### src/rtl/bsg_mc_pkg.sv
// Shared types and register-map constants for the multi-channel bit stream generator.
package bsg_mc_pkg;

  typedef enum logic {
    MODE_NRZ   = 1'b0,
    MODE_MANCH = 1'b1
  } mode_t;

  typedef enum logic [1:0] {
    IDLE  = 2'd0,
    START = 2'd1,
    DATA  = 2'd2,
    STOP  = 2'd3
  } ser_state_t;

  localparam logic [5:0] ADDR_CTRL   = 6'h20;
  localparam logic [5:0] ADDR_STATUS = 6'h21;
  localparam logic [7:0] CTRL_RST    = 8'h01;

endpackage

### src/rtl/bsg_ch_serializer.sv
// One transmit channel: hold register, framing state machine, bit timer and NRZ/Manchester encoder.
module bsg_ch_serializer
  import bsg_mc_pkg::*;
#(
  parameter int unsigned DATA_WIDTH = 8,
  parameter int unsigned BIT_CYCLES = 4
) (
  input  logic                  clk,
  input  logic                  rst,
  input  logic                  push,
  input  logic [DATA_WIDTH-1:0] push_data,
  input  logic                  enable,
  input  logic                  mode,
  output logic                  hold_full,
  output logic                  tx_out,
  output logic                  tx_busy
);

  localparam int unsigned CNT_W = $clog2(BIT_CYCLES);
  localparam int unsigned IDX_W = $clog2(DATA_WIDTH);

  ser_state_t            state, state_nxt;
  logic [DATA_WIDTH-1:0] hold, shreg;
  logic [CNT_W-1:0]      cnt;
  logic [IDX_W-1:0]      idx;
  mode_t                 frame_mode;
  logic                  bit_end, load, bit_val, line_d, busy_d;

  assign bit_end = (cnt == CNT_W'(BIT_CYCLES - 1));

  always_ff @(posedge clk) begin
    if (rst) begin
      state      <= IDLE;
      hold       <= '0;
      hold_full  <= 1'b0;
      shreg      <= '0;
      cnt        <= '0;
      idx        <= '0;
      frame_mode <= MODE_NRZ;
      tx_out     <= 1'b1;
      tx_busy    <= 1'b0;
    end else begin
      state   <= state_nxt;
      tx_out  <= line_d;
      tx_busy <= busy_d;
      // push only happens while the hold is empty, load only while it is full
      if (push) begin
        hold      <= push_data;
        hold_full <= 1'b1;
      end else if (load) begin
        hold_full <= 1'b0;
      end
      if (load) begin
        shreg      <= hold;
        frame_mode <= mode_t'(mode);
        cnt        <= '0;
        idx        <= '0;
      end else if (state != IDLE) begin
        cnt <= bit_end ? '0 : cnt + 1'b1;
        if (state == DATA && bit_end) begin
          shreg <= shreg >> 1;
          idx   <= idx + 1'b1;
        end
      end
    end
  end

  always_comb begin
    state_nxt = state;
    load      = 1'b0;
    case (state)
      IDLE: begin
        if (hold_full && enable) begin
          state_nxt = START;
          load      = 1'b1;
        end
      end
      START: if (bit_end) state_nxt = DATA;
      DATA:  if (bit_end && idx == IDX_W'(DATA_WIDTH - 1)) state_nxt = STOP;
      STOP: begin
        if (bit_end) begin
          if (hold_full && enable) begin
            state_nxt = START;
            load      = 1'b1;
          end else begin
            state_nxt = IDLE;
          end
        end
      end
      default: state_nxt = IDLE;
    endcase
  end

  // line and busy are registered, so they trail the state by one cycle
  always_comb begin
    bit_val = 1'b1;
    busy_d  = 1'b1;
    case (state)
      IDLE:    busy_d  = 1'b0;
      START:   bit_val = 1'b0;
      DATA:    bit_val = shreg[0];
      STOP:    bit_val = 1'b1;
      default: busy_d  = 1'b0;
    endcase
    line_d = bit_val;
    if (state != IDLE && frame_mode == MODE_MANCH && cnt < CNT_W'(BIT_CYCLES / 2))
      line_d = ~bit_val;
  end

endmodule

### src/rtl/bsg_mc_core.sv
// Multi-channel bit stream generator: register decode, access handshake, read mux and channel array.
module bsg_mc_core
  import bsg_mc_pkg::*;
#(
  parameter int unsigned DATA_WIDTH = 8,
  parameter int unsigned NUM_CH     = 4,
  parameter int unsigned BIT_CYCLES = 4
) (
  input  logic                  SYS_CLK,
  input  logic                  rst,
  input  logic                  valid,
  input  logic [DATA_WIDTH-1:0] addr_in,
  input  logic [DATA_WIDTH-1:0] data_in,
  output logic                  ready,
  output logic [DATA_WIDTH-1:0] amba_data_out,
  output logic [NUM_CH-1:0]     tx_out,
  output logic [NUM_CH-1:0]     tx_busy
);

  logic                  is_rd, wr_acc, rd_acc;
  logic [5:0]            reg_addr;
  logic                  ctrl_en;
  mode_t                 ctrl_mode;
  logic [NUM_CH-1:0]     hit, push, hold_full;
  logic [2*NUM_CH-1:0]   status_raw;
  logic [DATA_WIDTH-1:0] status, rd_data;
  logic                  unused_addr_bits;

  assign is_rd            = addr_in[DATA_WIDTH-1];
  assign reg_addr         = addr_in[5:0];
  assign unused_addr_bits = ^addr_in[DATA_WIDTH-2:6];

  // decided on the current hold_full, so a write stalls even on the cycle the hold drains
  assign ready  = !(valid && !is_rd && |(hit & hold_full));
  assign wr_acc = valid && ready && !is_rd;
  assign rd_acc = valid && ready && is_rd;

  assign status_raw = {tx_busy, hold_full};
  if (2 * NUM_CH >= DATA_WIDTH) begin : g_st_trunc
    assign status = status_raw[DATA_WIDTH-1:0];
  end else begin : g_st_ext
    assign status = {{(DATA_WIDTH - 2 * NUM_CH){1'b0}}, status_raw};
  end

  always_comb begin
    rd_data = '0;
    if (reg_addr == ADDR_CTRL) begin
      rd_data[0] = ctrl_en;
      rd_data[1] = ctrl_mode;
    end else if (reg_addr == ADDR_STATUS) begin
      rd_data = status;
    end
  end

  always_ff @(posedge SYS_CLK) begin
    if (rst) begin
      ctrl_en       <= CTRL_RST[0];
      ctrl_mode     <= mode_t'(CTRL_RST[1]);
      amba_data_out <= '0;
    end else begin
      if (wr_acc && reg_addr == ADDR_CTRL) begin
        ctrl_en   <= data_in[0];
        ctrl_mode <= mode_t'(data_in[1]);
      end
      if (rd_acc) amba_data_out <= rd_data;
    end
  end

  for (genvar g = 0; g < NUM_CH; g++) begin : g_ch
    assign hit[g]  = (reg_addr == 6'(g));
    assign push[g] = wr_acc && hit[g];

    bsg_ch_serializer #(
      .DATA_WIDTH(DATA_WIDTH),
      .BIT_CYCLES(BIT_CYCLES)
    ) u_ser (
      .clk      (SYS_CLK),
      .rst      (rst),
      .push     (push[g]),
      .push_data(data_in),
      .enable   (ctrl_en),
      .mode     (ctrl_mode),
      .hold_full(hold_full[g]),
      .tx_out   (tx_out[g]),
      .tx_busy  (tx_busy[g])
    );
  end

endmodule

### config.mk
export PLATFORM = sky130hd
export DESIGN_NAME = bsg_mc_core
export DESIGN_NICKNAME = d
export VERILOG_FILES = /design/src/rtl/bsg_mc_pkg.sv /design/src/rtl/bsg_ch_serializer.sv /design/src/rtl/bsg_mc_core.sv
export SDC_FILE = /design/constraint.sdc
export NUM_CORES = 1
export LEC_CHECK = 0
export ABC_AREA = 1
export CAP_MARGIN = 5
export CORE_ASPECT_RATIO = 0.7
export CORE_UTILIZATION = 54
export DETAILED_ROUTE_END_ITERATION = 10
export GPL_ROUTABILITY_DRIVEN = 1
export PLACE_DENSITY = 0.74
export SLEW_MARGIN = 20
export SYNTH_ARGS = -nofsm -noshare
export SYNTH_HDL_FRONTEND = slang
export SYNTH_SLANG_ARGS = --single-unit
### constraint.sdc
create_clock -name SYS_CLK -period 2.1 [get_ports SYS_CLK]
set_input_delay 0.21 -clock SYS_CLK [delete_from_list [all_inputs] [get_ports SYS_CLK]]
set_output_delay 0.21 -clock SYS_CLK [all_outputs]
set_load 0.01 [all_outputs]
## Word level (Yosys, flattened, before mapping)

Cells that the tools add are included.

- Output and inout port bits: 17
- ROM bits: 0
- Memories kept: 0
- Word-level logic and storage cells: 242
- RAM bits: 0
- Bits in registers: 118
- Latch bits: 0
- Input bits: 19

- Muxes and demuxes: 75
- Reductions and logical operators: 70
- Equality and inequality tests: 41
- Magnitude comparators: 4
- Shifts and indexed selects: 0
- Bitwise gates (word level): 5
- Div/mod/pow operators: 0
- Multipliers: 0
- Add/sub/neg operators: 8

Operator list:

| cell | count |
|---|---|
| $mux W8 | 13 |
| $mux W2 | 21 |
| $pmux W2 S4 | 4 |
| $reduce_bool A2 Y1 | 16 |
| $logic_and A1 B1 Y1 | 30 |
| $mux W1 | 28 |
| $eq A2 B2 Y1 const B | 12 |
| $ne A2 B1 Y1 const B | 12 |
| $pmux W1 S2 | 8 |
| $reduce_and A2 Y1 | 8 |
| $reduce_and A4 Y1 | 4 |
| $add A3 B1 Y3 const B | 4 |
| $eq A3 B3 Y1 const B | 4 |
| $eq A6 B2 Y1 const B | 2 |
| $eq A6 B6 Y1 const B | 2 |
| $add A2 B1 Y2 const B | 4 |
| $eq A2 B1 Y1 const B | 4 |
| $logic_not A2 Y1 | 4 |
| $lt A2 B2 Y1 const B | 4 |
| $ne A2 B2 Y1 const B | 4 |
| $reduce_or A2 Y1 | 4 |
| $eq A6 B1 Y1 const B | 1 |
| $logic_not A6 Y1 | 1 |
| $mux W6 | 1 |
| 4 further kinds | 8 |

## Logic depth before layout (Yosys ltp)

Gate-level depths: netlist of run 1.

- Word-level depth: 9
- Mapped depth: 11

## By module

Synthesis of run 1 repeated with hierarchy kept, for this count alone.

- Cells, all modules: 800
- Area total of the unflattened synthesis: 5973.2 um^2

By module, submodules not included:

| module | area each (um^2) | instances | cells each |
|---|---|---|---|
| bsg_ch_serializer (g_ch[0].u_ser ...) | 1335.0 | 3 | 177 |
| bsg_ch_serializer (g_ch[3].u_ser) | 1355.0 | 1 | 179 |
| bsg_mc_core | 613.1 | 1 | 90 |

## Worst setup path after synthesis of run 1

No wires, ideal clock.

- Path type: reg-to-reg
- Start: reg g_ch[0].u_ser.state[0]
- End: reg g_ch[0].u_ser.frame_mode
- Data required time: 1.980 ns
- Arrival: 1.556 ns
- Buffers on the path: 1
- Cell stages (with the launch flop): 10
- Setup time: 0.120 ns
- Period minus slack after synthesis: 1.676 ns
- Setup slack: 0.424 ns
- Path through: dfxtp_1 > inv_1 > ha_1 > inv_1 > nand2_1 > nand3_1 > buf_2 > clkinv_1 > o21ai_0 > a21oi_1

- Cells in the longest elaborated chain, start to end: 2

Ends and longest elaborated chain:

| element | line | text |
|---|---|---|
| start: declaration | bsg_ch_serializer.sv:22 | `ser_state_t state, state_nxt;` |
| start signal: assignment | bsg_ch_serializer.sv:43 | `state <= state_nxt;` |
| $eq A2 B2 Y1 / $logic_not A2 Y1 (equally long branches) | bsg_ch_serializer.sv:71 | `case (state)` |
| $pmux W1 S2 * | bsg_ch_serializer.sv:71 |  |
| end signal: assignment | bsg_ch_serializer.sv:55 | `frame_mode <= mode_t'(mode);` |
| end: declaration | bsg_ch_serializer.sv:26 | `mode_t frame_mode;` |

Every way passes the cells marked *; elsewhere a longest branch is shown, timed or not.
A chain may end at the register's enable or synchronous reset.

## Worst setup path after layout of run 1

- Start: reg g_ch[2].u_ser.state[0]
- End: reg g_ch[2].u_ser.shreg[6]

- Cells in the longest elaborated chain, start to end: 4

Ends and longest elaborated chain:

| element | line | text |
|---|---|---|
| start: declaration | bsg_ch_serializer.sv:22 |  |
| start signal: assignment | bsg_ch_serializer.sv:43 |  |
| $eq A2 B2 Y1 (tied with other cells) | bsg_ch_serializer.sv:71 |  |
| $pmux W1 S2 / $logic_and A1 B1 Y1 (equally long branches) | bsg_ch_serializer.sv:71, bsg_ch_serializer.sv:60 |  |
| $reduce_bool A2 Y1 (no source line) | n/a |  |
| $reduce_and A2 Y1 (no source line) | n/a |  |
| end signal: assignment | bsg_ch_serializer.sv:54 | `shreg <= hold;` |
| end signal: assignment | bsg_ch_serializer.sv:61 | `shreg <= shreg >> 1;` |
| end: declaration | bsg_ch_serializer.sv:23 | `logic [DATA_WIDTH-1:0] hold, shreg;` |

Several ways; a longest one is shown, not always the timed one.

==> flow_summary.json, run 1 <==
{
  "status": "completed",
  "slew_headroom_pct": 63.55,
  "route.detailed.wl_per_inst_um": 13.46,
  "post-synth-top-count-cell": "nand2_1",
  "period_needed_ns": 1.966,
  "drc": 0,
  "worst_pin_slew_ns": 0.5468,
  "cap_violations": 0,
  "cts_buffers": 17,
  "clock-sinks": 118,
  "path_cells": "inv_1 -> ha_1 -> inv_1 -> nand2_1 -> nand3_1 -> buf_4 -> nand2_1 -> inv_1 -> nand2_1 -> a31oi_1",
  "num_rows": 31,
  "grt_start_max_net_pins": 52,
  "synthDistinctLibCells": 30,
  "synthesis.instances": 787,
  "worstRegToRegCells": 10,
  "initial_core_util_pct": 55.78,
  "busiest_layer": "met2",
  "ant_nets": 0,
  "dr.pass1.iters": 5,
  "worstHoldStart": "data_in[0]",
  "cts_root_buffer": "clkbuf_16",
  "grt_antenna_before_repair": 0,
  "dp_cells": 936,
  "crit_slowest_cell": "dfxtp_1",
  "clk_latency_ns": 0.42,
  "io_pins": 36,
  "skew_ns": 0.01302,
  "synth_area_leader_cell": "dfxtp_1",
  "critPathMaxFanout": 10,
  "p_total_mw": 6.347,
  "grt_pass1_vias": 4904,
  "arrival_ns": 2.30,
  "dp_slack_ns": -0.05002,
  "gp_congestion": 0.8280,
  "fp.dieW_um": 125.6,
  "synth_edf_count": 0,
  "max_freq_mhz": 508.6,
  "setup_violations": 0,
  "multi_input_area_um2": 2758,
  "r2r-start": "g_ch[2].u_ser.state[0]$_SDFFE_PP0P_",
  "synth_warnings": 0,
  "clk_pin_slew_ns": 0.06,
  "min_to": "ctrl_en$_SDFFE_PP1P_",
  "drt_wl_total_mm": 13.14,
  "globalRouteMet3Util_pct": 5.744,
  "seq_area_um2": 2362,
  "drive_above_1_share_pct": 11.37,
  "avgViaCountPerCell": 5.287,
  "use_met1_pct": 30.97,
  "htree_levels": 4,
  "crit_required_ns": 2.43,
  "ys_seq_elements": 118,
  "cts_tree": "built",
  "post-route-cell-area_um2": 6908,
  "syn_to_final_growth_pct": 19.58,
  "drv_slew": 0,
  "power_density_nw_per_um2": 918.9,
  "peakVddDrop_mv": 0.7137,
  "core-area_um2": 10360,
  "r2r_setup_slack_ns": 0.13,
  "synth_area_um2": 5777,
  "regToRegEndpoint": "g_ch[2].u_ser.shreg[6]$_SDFFE_PP0P_",
  "hold-worst-slack_ns": 0.4495,
  "leakage_nw": 2.822,
  "worst-setup-path-type": "flip-flop to flip-flop",
  "min_path_cells": 3,
  "max_stage_delay_ns": 0.41,
  "grt-ovfl-total": 0,
  "synth_area_leaders": "dfxtp_1 (41%), nand2_1 (13%), inv_1 (7.4%), ha_1 (6.1%), nand3_1 (4.7%)",
  "fill_cells": 838,
  "place_hpwl_mm": 8.949,
  "syn_area_per_cell_um2": 7.340,
  "fin_ws_ns": 0.1340,
  "diodes": 0,
  "die_area_um2": 11120,
  "die_y_um": 88.54,
  "finalCritPeriodShare_pct": 93.62,
  "cp-end-kind": "flip-flop",
  "drt-initial-drc-count": 244,
  "use_met2_pct": 43.94,
  "hold_class": "input port to flip-flop",
  "finalHoldViolations": 0,
  "grt_pass1_wl_mm": 22.11,
  "io_buffers": 34,
  "ys.flop_type": "dfxtp_1",
  "synth_top_area_share_pct": 40.89,
  "synth_common_cells": "nand2_1 (198), dfxtp_1 (118), inv_1 (114), nand3_1 (54), nor2_1 (44)",
  "clockBufferDepth": 2,
  "finalNonFillerCells": 976,
  "postCtsHoldBufs": 0,
  "start_kind": "flip-flop",
  "synth.net_count": 834,
  "vias": 5160,
  "async_flop_share_pct": 0,
  "place_area_um2": 6240,
  "seq_area_frac_synth_pct": 40.89,
  "fin_nets": 878,
  "track_usage_pct": 25.35
}
-- cells by family after synthesis --
kind of cell,after synthesis,synth area share (%)
AND/OR/NAND/NOR,374,30.76
buffers and inverters,158,11.41
flip-flops,118,40.89
AO/OA/AOI/OAI,105,10.27
adder cells (fa/ha/maj),28,6.065
XOR/XNOR,4,0.6066
-- worst max path at each step --
stage                     slack (ns)                           startpoint                                     to  cells past startpoint
after floorplan                 0.42  g_ch[0].u_ser.state[0]$_SDFFE_PP0P_  g_ch[0].u_ser.frame_mode$_SDFFE_PP0P_                      9
after global placement         -0.05                           addr_in[0]                                  ready                      6
after detailed placement       -0.05                           addr_in[0]                                  ready                      6
final                           0.13  g_ch[2].u_ser.state[0]$_SDFFE_PP0P_    g_ch[2].u_ser.shreg[6]$_SDFFE_PP0P_                     10
after CTS                       0.06                           addr_in[4]                                  ready                      8
after global routing           -0.02  g_ch[1].u_ser.state[0]$_SDFFE_PP0P_    g_ch[1].u_ser.shreg[6]$_SDFFE_PP0P_                      9
-- per-layer routing --
layer / part of all wire [%] / up-vias
li1: - / 2638
met1: 48 / 2371
met2: 47 / 131
met3: 4.1 / 20
met4: 1.5 / 0
met5: 0 / -
-- area by class of cell --
class	count	share of cell area, %
sequential	118	34.20
clock buffer	23	6.774
inverter	125	7.010
tap	132	2.391
multi-input combinational	511	39.92
clock inverter	9	1.811
timing repair buffer	58	7.897
-- critical path, delay by kind of cell, from the launching register on --
family / cells / cell delay (ns)
buf+inv: 4 / 0.69
flops: 1 / 0.41
simple gates: 4 / 0.34
fa+ha+maj: 1 / 0.29
compound gates: 1 / 0.15
-- power by group --
part	total (mW)	leakage [nW]	internal (mW)	switching, mW
Clock	2.91	0.287	1.92	0.996
Sequential	2.49	0.954	2.38	0.103
Combinational	0.946	1.58	0.403	0.543
-- layout by cell type, fill, tap and decap left out, drive strengths merged, types with 2 or more instances in the layout --
cell type	count
a21oi	40
a31o	6
a31oi	28
buf	24
bufinv	3
clkbuf	23
clkdlybuf4s50	31
clkinv	7
clkinvlp	6
dfxtp	118
dlygate4sd2	2
ha	28
inv	118
nand2	203
nand3	58
nand4	43
nor2	61
nor3	9
o211ai	4
o21ai	27
xnor2	2
xor2	2
-- timing repair --
item	in CTS	in global routing
setup endpoints to repair	1	17
gates resized for setup	2	6
gates cloned	0	0
setup buffers	0	8
-- flip-flops by register name, summed over array words and instances, names as in the netlist --
| register | cells |
|---|---|
| g_ch.u_ser.tx_out | 4 |
| amba_data_out | 8 |
| g_ch.u_ser.hold | 32 |
| g_ch.u_ser.hold_full | 4 |
| g_ch.u_ser.cnt | 8 |
| g_ch.u_ser.state | 8 |
| ctrl_mode | 1 |
| g_ch.u_ser.idx | 12 |
| ctrl_en | 1 |
| g_ch.u_ser.frame_mode | 4 |
| g_ch.u_ser.shreg | 32 |
| g_ch.u_ser.tx_busy | 4 |
-- per-stage QoR --
stage | utilization, % | TNS, ns
2_1_floorplan | - | 0
3_3_place_gp | 60.25 | -0.04520
3_5_place_dp | 60.25 | -0.05002
4_1_cts | 65.95 | 0
5_1_grt | 66.70 | -0.03656
6_report | 66.70 | 0
(Power assumes the default switching activity.)
==> run 2: changes to the inputs <==
- CORE_UTILIZATION: 54 -> 55
- PLACE_DENSITY: 0.74 -> 0.75
- clock period: 2.1 -> 2.4 ns (I/O delays scaled with it)
==> run 2 against run 1 <==
Against the previous run:
- combinational power decreased by 12%
- sequential cell count unchanged
- final cell count is 1.6% lower
- power down 9.6%
- routed wire length is 4.2% higher
- cell area down 1.0%
- setup slack worse by 0.029 ns
- first-iteration DRC count is 86% higher
- critical path depth fell by 4
- largest power group unchanged
- critical path type is now input port to output pin
- sequential share of layout area up 0.36 points
- largest cell class unchanged
==> flow_summary.json, run 2 (same netlist as run 1, synthesis figures left out) <==
{
  "io_pins": 36,
  "num_rows": 30,
  "path_cells": "clkdlybuf4s50_1 -> nor2_1 -> nand4_1 -> nand2_2 -> o21ai_0 -> clkdlybuf4s50_1",
  "arrival_ns": 2.05,
  "die_y_um": 87.75,
  "final_core_util_pct": 68.73,
  "dp_cells": 928,
  "cp_common_cell": "clkdlybuf4s50_1",
  "finalHoldViolations": 0,
  "drt-initial-drc-count": 455,
  "hold_class": "flip-flop to flip-flop",
  "fin_nets": 866,
  "hold-worst-slack_ns": 0.4662,
  "fp.dieW_um": 124.5,
  "htree_levels": 4,
  "grt_antenna_before_repair": 0,
  "grt_start_max_net_pins": 59,
  "crit_slowest_cell": "clkdlybuf4s50_1",
  "postCtsHoldBufs": 0,
  "clockBufferDepth": 2,
  "grt_pass1_wl_mm": 22.99,
  "critPathMaxFanout": 5,
  "cp_top_family": "buffers and inverters",
  "final_common_cell": "nand2_1",
  "die_area_um2": 10920,
  "cap_violations": 0,
  "dr.pass1.iters": 5,
  "cp-end-kind": "output pin",
  "leakage_nw": 2.793,
  "top_regs": "g_ch.u_ser.hold: 32 flops, g_ch.u_ser.shreg: 32 flops, g_ch.u_ser.idx: 12 flops",
  "grt-ovfl-total": 0,
  "start_kind": "input port",
  "drv_slew": 0,
  "finalCritPeriodShare_pct": 95.62,
  "syn_to_final_growth_pct": 18.35,
  "gp_congestion": 0.8121,
  "slew_headroom_pct": 59.47,
  "grt_pass1_vias": 5023,
  "drc": 0,
  "setup_violations": 0,
  "max_stage_delay_ns": 0.69,
  "drt_wl_total_mm": 13.69,
  "worst_pin_slew_ns": 0.6080,
  "rsz0062_at_grt": "no",
  "cts_buffers": 17,
  "final_cell_mix": "nand2_1 (198), dfxtp_1 (118), inv_1 (114)",
  "clk_latency_ns": 0.41,
  "clk_pin_slew_ns": 0.05,
  "diodes": 0,
  "vias": 5243,
  "cts_tree": "built",
  "clock-sinks": 118,
  "period_needed_ns": 2.295,
  "skew_ns": 0.006957,
  "place_hpwl_mm": 8.897,
  "cts.repair.resized": 0,
  "track_usage_pct": 26.20,
  "worst-setup-path-type": "input port to output pin",
  "io_buffers": 34,
  "cts_root_buffer": "clkbuf_16",
  "finalNonFillerCells": 960,
  "core-area_um2": 9947,
  "crit_required_ns": 2.16,
  "route.detailed.wl_per_inst_um": 14.26,
  "status": "completed",
  "power_density_nw_per_um2": 839.5,
  "peakVddDrop_mv": 0.6160,
  "max_freq_mhz": 435.8,
  "initial_core_util_pct": 58.08,
  "drive_above_1_share_pct": 9.736,
  "crit_buf_inv": 2,
  "ant_nets": 0,
  "p_total_mw": 5.739,
  "setup_tns_ns": 0,
  "postCtsSetupRepairBufs": 0,
  "avgViaCountPerCell": 5.461
}
## run 2: cell count changes in the layout (fill, tap and decap cells not counted), sizes merged
cell	delta
dlymetal6s2s	-1
clkinvlp	-5
clkbuf	+1
clkdlybuf4s50	+3
dlygate4sd2	-2
bufinv	+1
buf	-12
clkinv	+3
## run 2: worst paths after layout
kind,start,endpoint,slack [ns],depth (start not counted)
min,amba_data_out[6]$_SDFFE_PP0P_,amba_data_out[6]$_SDFFE_PP0P_,0.47,2
max reg2reg,g_ch[1].u_ser.state[1]$_SDFFE_PP0P_,g_ch[1].u_ser.shreg[4]$_SDFFE_PP0P_,0.31,8
min reg2reg,amba_data_out[6]$_SDFFE_PP0P_,amba_data_out[6]$_SDFFE_PP0P_,0.47,2
max,addr_in[0],ready,0.11,6
## run 2: worst min-delay path, stage by stage, from the launching register on
cell,delay [ns]
dfxtp_1,0.30
nand2_1,0.06
a21oi_1,0.06
## run 2: power breakdown
group | internal, mW | switching, mW | total (mW) | leakage (nW)
registers | 2.09 | 0.0907 | 2.18 | 0.954
logic | 0.347 | 0.481 | 0.828 | 1.52
clock network | 1.87 | 0.864 | 2.73 | 0.316
total | 4.30 | 1.44 | 5.74 | 2.79
## run 2: routing by layer
metal / up-vias / part of all wire, % / GRT usage [%]
li1: 2620 / - / -
met1: 2426 / 46 / 32.30
met2: 159 / 47 / 44.65
met5: - / 0 / 0
met4: 0 / 2.4 / 11.94
met3: 38 / 5.0 / 5.681
## run 2: cell type report
class,count,area (µm²)
Inverter,125,469.2
Fill cell,784,3110
Tap cell,128,160.2
Timing Repair Buffer,46,442.9
Clock buffer,24,501.7
Sequential cell,118,2362
Clock inverter,8,142.6
Multi-Input combinational cell,511,2758
## run 2: per-stage QoR
step	setup WS, ns	area [µm²]
after global routing	0.04562	6837
after CTS	0.1133	6837
final	0.1051	6837
after detailed placement	0.1063	6192
after global placement	0.1298	6192
after floorplan	0.7239	5777
